===== src/rtl/divider_seq_pkg.sv =====
// Shared definitions for the step sequencer: the FSM state type and the
// counter-width helper.
package divider_seq_pkg;

  typedef enum logic [1:0] {
    IDLE,
    RUN,
    DONE
  } seq_state_t;

  // Bits needed to hold the value itself, so exact powers of two get one extra
  // bit: ceil_log2(16) = 5.
  function automatic int ceil_log2(input int value);
    int n;
    n = 0;
    for (int i = 0; i < 32; i++) begin
      if ((value >> i) != 0) n = i + 1;
    end
    return n;
  endfunction

endpackage


===== src/rtl/step_sequencer.sv =====
// Run-length step sequencer: counts Leff steps up or down under enable,
// then emits a one-cycle done pulse. Abort and reset drop the run silently.
module step_sequencer
  import divider_seq_pkg::*;
#(
  parameter int MAX_COUNT         = 32,
  parameter int NBITS_FOR_COUNTER = ceil_log2(MAX_COUNT)
) (
  input  logic                         clk,
  input  logic                         reset,
  input  logic                         start,
  input  logic [NBITS_FOR_COUNTER-1:0] limit,
  input  logic                         down,
  input  logic                         enable,
  input  logic                         abort,
  output logic [NBITS_FOR_COUNTER-1:0] count,
  output logic                         busy,
  output logic                         first,
  output logic                         last,
  output logic                         done
);

  localparam int N = NBITS_FOR_COUNTER;
  localparam logic [N-1:0] MAX_L = N'(MAX_COUNT);
  localparam logic [N-1:0] ONE   = N'(1);

  seq_state_t   state;
  logic [N-1:0] len_q;
  logic         dir_q;

  logic [N-1:0] limit_eff;
  logic [N-1:0] start_val;
  logic [N-1:0] end_val;
  logic [N-1:0] next_step;

  // A zero or oversized limit means "full length".
  always_comb begin
    limit_eff = limit;
    if (limit == '0 || limit > MAX_L) limit_eff = MAX_L;
  end

  always_comb begin
    start_val = dir_q ? (len_q - ONE) : '0;
    end_val   = dir_q ? '0 : (len_q - ONE);
    next_step = dir_q ? (count - ONE) : (count + ONE);
  end

  assign busy  = (state == RUN);
  assign first = busy && (count == start_val);
  assign last  = busy && (count == end_val);
  assign done  = (state == DONE);

  always_ff @(posedge clk or negedge reset) begin
    if (!reset) begin
      state <= IDLE;
      count <= '0;
      len_q <= MAX_L;
      dir_q <= 1'b0;
    end else begin
      case (state)
        IDLE: begin
          if (start && !abort) begin
            len_q <= limit_eff;
            dir_q <= down;
            count <= down ? (limit_eff - ONE) : '0;
            state <= RUN;
          end
        end
        RUN: begin
          if (abort) begin
            count <= '0;
            state <= IDLE;
          end else if (enable) begin
            // Count holds at the end value through DONE rather than wrapping.
            if (count == end_val) state <= DONE;
            else                  count <= next_step;
          end
        end
        DONE: begin
          count <= '0;
          state <= IDLE;
        end
        default: begin
          count <= '0;
          state <= IDLE;
        end
      endcase
    end
  end

endmodule

===== config.mk =====
export PLATFORM = sky130hd
export DESIGN_NAME = step_sequencer
export DESIGN_NICKNAME = d
export VERILOG_FILES = /design/src/rtl/divider_seq_pkg.sv /design/src/rtl/step_sequencer.sv
export SDC_FILE = /design/constraint.sdc
export NUM_CORES = 1
export LEC_CHECK = 0
export CAP_MARGIN = 25
export CELL_PAD_IN_SITES_DETAIL_PLACEMENT = 2
export CELL_PAD_IN_SITES_GLOBAL_PLACEMENT = 2
export CORE_MARGIN = 2
export CORE_UTILIZATION = 32
export DETAILED_ROUTE_END_ITERATION = 12
export PLACE_DENSITY_LB_ADDON = 0.2
export SYNTH_ARGS = -nofsm -noshare
export SYNTH_HDL_FRONTEND = slang
export SYNTH_SLANG_ARGS = --single-unit

===== constraint.sdc =====
create_clock -name clk -period 3.15 [get_ports clk]
set_input_delay 0.63 -clock clk [delete_from_list [all_inputs] [get_ports clk]]
set_output_delay 0.63 -clock clk [all_outputs]
set_load 0.01 [all_outputs]

[Word-level counts from Yosys, hierarchy flattened]
Index checks and enable logic that the tools add are counted.
Word-level totals
  flip-flop bits (word level): 15
  bits of input ports: 12
  output and inout bits: 10
Cells by class
  $add $sub $neg: 4
  $lt $le $gt $ge: 1
  equal/unequal tests: 8
  muxes and demuxes: 15
  reduce and logical (&&, ||, !) cells: 10
Operator list (number)
  $mux W6: 9
  $sub A6 B1 Y6 const B: 3
  $eq A6 B6 Y1: 2
  $pmux W6 S2: 1
  $mux W2: 4
  $add A6 B1 Y6 const B: 1
  $gt A6 B6 Y1 const B: 1
  $logic_not A6 Y1: 1
  $ne A3 B3 Y1 const B: 2
  $reduce_and A3 Y1: 2
  $pmux W2 S2: 1
  $logic_and A1 B1 Y1: 3
  $ne A3 B2 Y1 const B: 1
  $eq A2 B1 Y1 const B: 1
  $eq A2 B2 Y1 const B: 1
  $logic_not A2 Y1: 1
  $ne A2 B2 Y1 const B: 1
  $reduce_and A2 Y1: 1
  $logic_not A1 Y1: 1
  $logic_or A1 B1 Y1: 1

[Logic depth before layout (Yosys ltp)]
Gate-level depths: netlist of the first run.
  depth after elaboration: 7
  depth in mapped cells: 8

[Least setup slack after synthesis of the first run]
Ideal clock, no wire load.
  kind: reg2out
  from: reg len_q[0]
  to: out last
  arrival: 1994 ps
  required time: 2520 ps
  setup slack: 526 ps
  stages on the path, launching flop included: 9
  buffers on the path: 0
  cells stage by stage: dfrtp_1 inv_1 ha_1 xnor2_1 nor4b_1 o311ai_0 nor3_2 nand2_1 nor2_1
Between the ends
  word-level cells in the longest chain between the ends: 4
RTL lines
  from (decl): line step_sequencer.sv:28  | logic [N-1:0] len_q;
  from (signal assigned): line step_sequencer.sv:63  | len_q <= limit_eff;
  $sub A6 B1 Y6: line step_sequencer.sv:44  | end_val = dir_q ? '0 : (len_q - ONE);
  $mux W6: line step_sequencer.sv:44
  $eq A6 B6 Y1: line step_sequencer.sv:50  | assign last = busy && (count == end_val);
  $logic_and A1 B1 Y1: line step_sequencer.sv:50
  to (decl): line step_sequencer.sv:19  | output logic last,
No other way between the ends.

[Worst setup path after layout of the first run]
  from: reg len_q[0]
  to: out first
Between the ends
  word-level cells in the longest chain between the ends: 4
RTL lines
  $sub A6 B1 Y6: line step_sequencer.sv:43  | start_val = dir_q ? (len_q - ONE) : '0;
  $mux W6: line step_sequencer.sv:43
  $eq A6 B6 Y1: line step_sequencer.sv:49  | assign first = busy && (count == start_val);
  $logic_and A1 B1 Y1: line step_sequencer.sv:49
  to (decl): line step_sequencer.sv:18  | output logic first,
No other way between the ends.

==> metrics, run 1 <==
outcome=finished clean; IO Port Bufs=21; clock power share=10.3%; fmax=341.2 MHz; DRT Wirelength=4737 um; met1 GRT Util=25.13%; Post-layout nets=215; clock net sink count=15; Post-Syn Nets=185; most frequent cell after synthesis=nor2_1; Gate power share=65.4%; layout cells sized above 1=16.92%; Setup violations, final=0; sw power=736.4 uW; Tmin final=2.931 ns; PD cells=875.3 nW/um^2; largest net degree at the start of global routing=16; met2 Resource Use GR=36.45%; crit path capture type=output port; GRT overflow=0; Remaining DRCs=0; clock buffer count from CTS=3; Most Crowded Layer GR=met2; routed vias/inst=5.603; drt pass-1 iters=4; Relative slew margins=50.37%; Yosys top cell area share=24.45%; post-DR wirelength/cell=19.18 um; Async S/R FF share, synth=100.0%; I/O Pins=22; Core Region=4324 sq um; Std-Cell Rows=24; Final HPWL DP=3787 um; initial DRC count=30; dpl cell area=1745 sq um; setup TNS=0 ns; die height=70.91 um; Flop pwr share=24.2%; ys flop type=dfrtp_1; fillers=495; leading area contributor after synthesis=dfrtp_1; Seq/Total Area, Yosys=26.29%; Final Cycle Share=93.06%; crit path max fanout=5; synthesized flop and latch total=15; internal power=857.0 uW; setup ws final=0.2187 ns; Synth Instances=166; first-pass GRT wire length=8024 um; Chip Width=70.91 um; design area=1821 sq um; dpl ws=0.03971 ns; Longest Clk Path Bufs=2; vias in the first global route=1533; actual slew at the worst max-slew pin=0.7421 ns; diodes inserted=0; Worst-Skew Late Latency=0.26 ns; Startpoint Class=flop; initial antenna violation count=0; via count=1384; CTS tree=done; CTS H-tree lvls=1; Post-synth EDFFs=0; Reg clk slew, reported paths=0.06 ns; GP Congestion=0.7738; Root Driver=clkbuf_8; Cell Area, Synth=1433 sq um; Critical Path RT=2.52 ns; Synth area leaders=dfrtp_1, ha_1, xnor2_1; Hold Path Class=flop to flop; clock skew=0.01070 ns; commonest cells in the synthesized netlist=nor2_1, nand2_1, dfrtp_1, o21ai_0, xnor2_1; Worst Path Arrival=2.30 ns; P&R area growth vs syn=27.07%; Syn Area/Cell=8.630 sq um; VDD IR max=372.4 uV; Hold Buf Count CTS=0; Starting Density=33.13%; max-slew violations=0; critical path type=flop to output port; final hold vios=0; final core utilization=42.10%; RSZ-0062 raised after global routing=false; warning count from the yosys run=0; switching part of the total=46.22%; Yosys cell types=55; max-cap check violation count=0; GR Util met3=2.849%; Leak=0.0007624 uW; post-route ant nets=0; Overall Global Routing Usage=20.29%; area of the die=5028 sq um
routing by layer:
metal  part of all wire [%]  vias up
met5                      0        -
met4                    1.9        0
met3                    1.8        9
met2                     53       20
met1                     44      691
li1                       -      664
critical path, stage by stage (launching register included):
cell	delay, ns
dfrtp_1	0.40
or3_4	0.44
o31a_1	0.27
or2_4	0.27
nand2_1	0.08
xnor2_1	0.07
nor4_1	0.21
dlygate4sd2_1	0.31
power by group through the flow:
stage	Clock, uW	Sequential, uW	Combinational, uW
final	164	386	1040
after global placement	0	378	946
after global routing	176	402	1150
after detailed placement	0	387	1010
after floorplan	0	352	654
after CTS	171	386	1030
cells by family after synthesis:
group           count (synthesis)  share of synthesized area [%]
compound gates                 42                          22.01
xor+xnor                       12                          7.861
fa+ha+maj                       7                          6.637
buf+inv                        11                          2.882
flops                          15                          26.29
mux                             7                          6.463
simple gates                   72                          27.86
placed cells by master (no fill, tap or decap), types with 2 or more instances in the layout:
cell type        netlist  final
xor2_1                 3      2
nor2_1                18     18
dfrtp_1               14     14
nand3_1                5      5
o21ai_0               11     11
mux2_4                 4      4
mux2_2                 2      2
and2_1                 2      2
xnor2_1                8      8
nor3_1                 3      3
o311ai_0               3      3
nand2_1               15     15
a21o_1                 3      3
a211oi_1               3      3
buf_4                  0     10
clkbuf_8               0      3
ha_1                   6      6
clkdlybuf4s50_1        0     19
nor3b_1                4      4
o22ai_1                3      3
nor2b_1                5      5
a21oi_1                4      4
nand2b_1               6      6
inv_1                  5      5
worst paths after layout:
path,from,to,slack [ns],cells after the start
worst max-delay path,len_q[0]$_DFFE_PN0P_,first,0.22,7
worst max register to register,len_q[0]$_DFFE_PN0P_,count[1]$_DFFE_PN0P_,0.56,8
worst min-delay path,len_q[5]$_DFFE_PN1P_,len_q[5]$_DFFE_PN1P_,0.53,2
worst min register to register,len_q[5]$_DFFE_PN1P_,len_q[5]$_DFFE_PN1P_,0.53,2
min in group asynchronous,reset,state[1]$_DFFE_PN0P_,0.80,1
max in group asynchronous,reset,len_q[3]$_DFFE_PN0P_,1.87,1
registers in the layout (all words and copies together) (netlist names):
register	flops
dir_q	1
count	6
state	2
len_q	6
timing repair:
action,CTS,global route
resized for setup,5,2
pin swaps,2,2
cloned,0,0
buffers inserted,1,1
endpoints found under the setup margin,2,1
layout make-up:
type | instances | area, sq um | area share (%)
flip-flops and latches | 15 | 376.6 | 20.69
inverters | 5 | 18.77 | 1.031
multi-input cells | 140 | 1035 | 56.84
clock buffers | 3 | 41.29 | 2.268
repair buffers | 31 | 279.0 | 15.33
well taps | 52 | 65.06 | 3.574
clock inverters | 1 | 5.005 | 0.2749
through the flow:
stage	cells	hold slack [ns]	total power, uW
after floorplan	166	0.3344	1006
after global placement	241	0.4992	1324
after detailed placement	241	0.5012	1400
after CTS	246	0.5216	1584
after global routing	247	0.5588	1724
final	247	0.5345	1593
(Power assumes the default switching activity.)
==> inputs of run 2 (changes only) <==
--- a/config.mk
+++ b/config.mk
@@ -5,13 +5,14 @@
 export SDC_FILE = /design/constraint.sdc
 export NUM_CORES = 1
 export LEC_CHECK = 0
-export CAP_MARGIN = 25
+export CAP_MARGIN = 40
 export CELL_PAD_IN_SITES_DETAIL_PLACEMENT = 2
 export CELL_PAD_IN_SITES_GLOBAL_PLACEMENT = 2
 export CORE_MARGIN = 2
 export CORE_UTILIZATION = 32
 export DETAILED_ROUTE_END_ITERATION = 12
 export PLACE_DENSITY_LB_ADDON = 0.2
+export RECOVER_POWER = 100
 export SYNTH_ARGS = -nofsm -noshare
 export SYNTH_HDL_FRONTEND = slang
 export SYNTH_SLANG_ARGS = --single-unit
==> run 2 against run 1 <==
Effect of this change:
- cell area decreased by 2.0%
- sequential power about the same
- utilization is 0.84 points lower
- setup slack got worse by 0.083 ns
- first-iteration DRC count up 13%
- hold slack gained 0.00052 ns
- fmax fell by 2.7%
- total power decreased by 4.0%
- wire length is essentially flat
- global-route usage did not move
==> metrics, run 2 (same netlist as run 1, synthesis figures left out) <==
Post-layout nets=215; Worst Path Arrival=2.38 ns; Starting Density=33.13%; IO Port Bufs=21; Hold Path Class=flop to flop; crit path max fanout=5; PD cells=857.2 nW/um^2; met3 WL=83 um; RSZ-0062 raised after global routing=false; diodes inserted=0; Chip Width=70.91 um; design area=1784 sq um; VDD IR max=352.7 uV; initial antenna violation count=0; critical path type=flop to output port; FF/Latch Area=376.6 sq um; Crit path buffers/inverters=1; clock buffer count from CTS=3; largest net degree at the start of global routing=16; met1 WL=2069 um; Final HPWL DP=3787 um; CP peak stage delay=0.44 ns; placed cells=241; Worst-Skew Late Latency=0.26 ns; Longest Clk Path Bufs=2; most frequent cells in the layout=nor2_1, nand2_1, dfrtp_1; DRT Wirelength=4739 um; critical path depth=7; routed vias/inst=5.567; initial DRC count=34; Core Region=4324 sq um; final std cells w/o fill=247; Leak=0.0007627 uW; final hold vios=0; outcome=finished clean; post-route ant nets=0; area of the die=5028 sq um; I/O Pins=22; drt pass-1 iters=4; Reg2Reg Depth=8; P&R area growth vs syn=24.54%; post-DR wirelength/cell=19.19 um; Remaining DRCs=0; dpl cell area=1745 sq um; highest layer used for signal routing=met4; cell chain of the critical path=or3_4 -> o31a_1 -> or2_4 -> o211ai_1 -> nand2_1 -> nor2_1 -> clkbuf_2; Std-Cell Rows=24; max-slew violations=0; GRT overflow=0; via count=1375; Startpoint Class=flop; actual slew at the worst max-slew pin=0.7430 ns; Power Total=1530 uW; worst hold slack=0.5350 ns; setup TNS=0 ns; met2 wire length=2509 um; Overall Global Routing Usage=20.29%; Root Driver=clkbuf_8; clock skew=0.01104 ns; die height=70.91 um; clock net sink count=15; Setup violations, final=0; Reg clk slew, reported paths=0.06 ns; fillers=495; fmax=331.8 MHz; CTS tree=done; Largest regs=count (6), len_q (6), state (2); commonest non-fill, non-tap cell in the layout=nor2_1; CP max stage cell=dfrtp_1; max-cap check violation count=0; multi-input logic area=1006 sq um; first-pass GRT wire length=8024 um; CTS H-tree lvls=1; GP Congestion=0.7738; layout cells sized above 1=14.87%; WHS Path Cells=2; Relative slew margins=50.31%; vias in the first global route=1533; Tmin final=3.014 ns; crit path capture type=output port; Final Cycle Share=95.68%; Worst path top cell family by delay=simple AND/OR/NAND/NOR gates; Critical Path RT=2.52 ns
run 2: changes by cell type in the layout (fill, tap and decap cells not counted), sizes merged:
cell           change
buf                -2
clkbuf             +2
dlygate4sd3       +10
clkdlybuf4s50     -10
run 2: routing by layer:
layer	global-route usage (%)	vias up
met4	6.080	0
met2	36.45	17
met3	2.849	7
met5	0	-
met1	25.13	687
li1	-	664
run 2: final cells by class:
| cell class | instances | area share (%) |
|---|---|---|
| Clock buffer | 3 | 2.314 |
| Inverter | 5 | 1.052 |
| Sequential cell | 15 | 21.11 |
| Tap cell | 52 | 3.647 |
| Multi-Input combinational cell | 140 | 56.38 |
| Timing Repair Buffer | 31 | 15.22 |
| Clock inverter | 1 | 0.2805 |
run 2: stage by stage:
stage	util, %	setup WS [ns]
final	41.26	0.1360
after global routing	41.26	0.003923
after CTS	42.01	0.1336
after detailed placement	40.36	0.03971
after global placement	40.36	0.1422
after floorplan	-	0.5258
run 2: worst paths after layout:
kind / from / end / slack [ns]
worst max-delay path: len_q[2]$_DFFE_PN0P_ / last / 0.14
worst min-delay path: len_q[5]$_DFFE_PN1P_ / len_q[5]$_DFFE_PN1P_ / 0.54
worst min register to register: len_q[5]$_DFFE_PN1P_ / len_q[5]$_DFFE_PN1P_ / 0.54
min in group asynchronous: reset / state[1]$_DFFE_PN0P_ / 0.87
max in group asynchronous: reset / len_q[3]$_DFFE_PN0P_ / 1.80
worst max register to register: len_q[2]$_DFFE_PN0P_ / count[1]$_DFFE_PN0P_ / 0.23
run 2: timing repair:
item / CTS / global route
endpoints found under the hold margin: 0 / 0
hold buffers: 0 / 0
pin swaps: 2 / 2
resized for setup: 5 / 2
endpoints found under the setup margin: 2 / 1
buffers inserted: 1 / 1
run 2: worst register-to-register path: cells and delay by family, from the launching register on:
kind,cells,cell delay [ns]
muxes,1,0.36
AOI/OAI and AO/OA,2,0.69
and+or+nand+nor,3,1.00
DFF,1,0.44
buffers and inverters,2,0.32
run 2: where the power goes:
| group | internal [uW] | total (uW) | leakage, uW | switching [uW] |
|---|---|---|---|---|
| registers | 251 | 384 | 0.000191 | 133 |
| logic | 480 | 981 | 0.000546 | 500 |
| clock network | 88.0 | 165 | 0.0000255 | 76.6 |
| total | 819 | 1530 | 0.000763 | 710 |
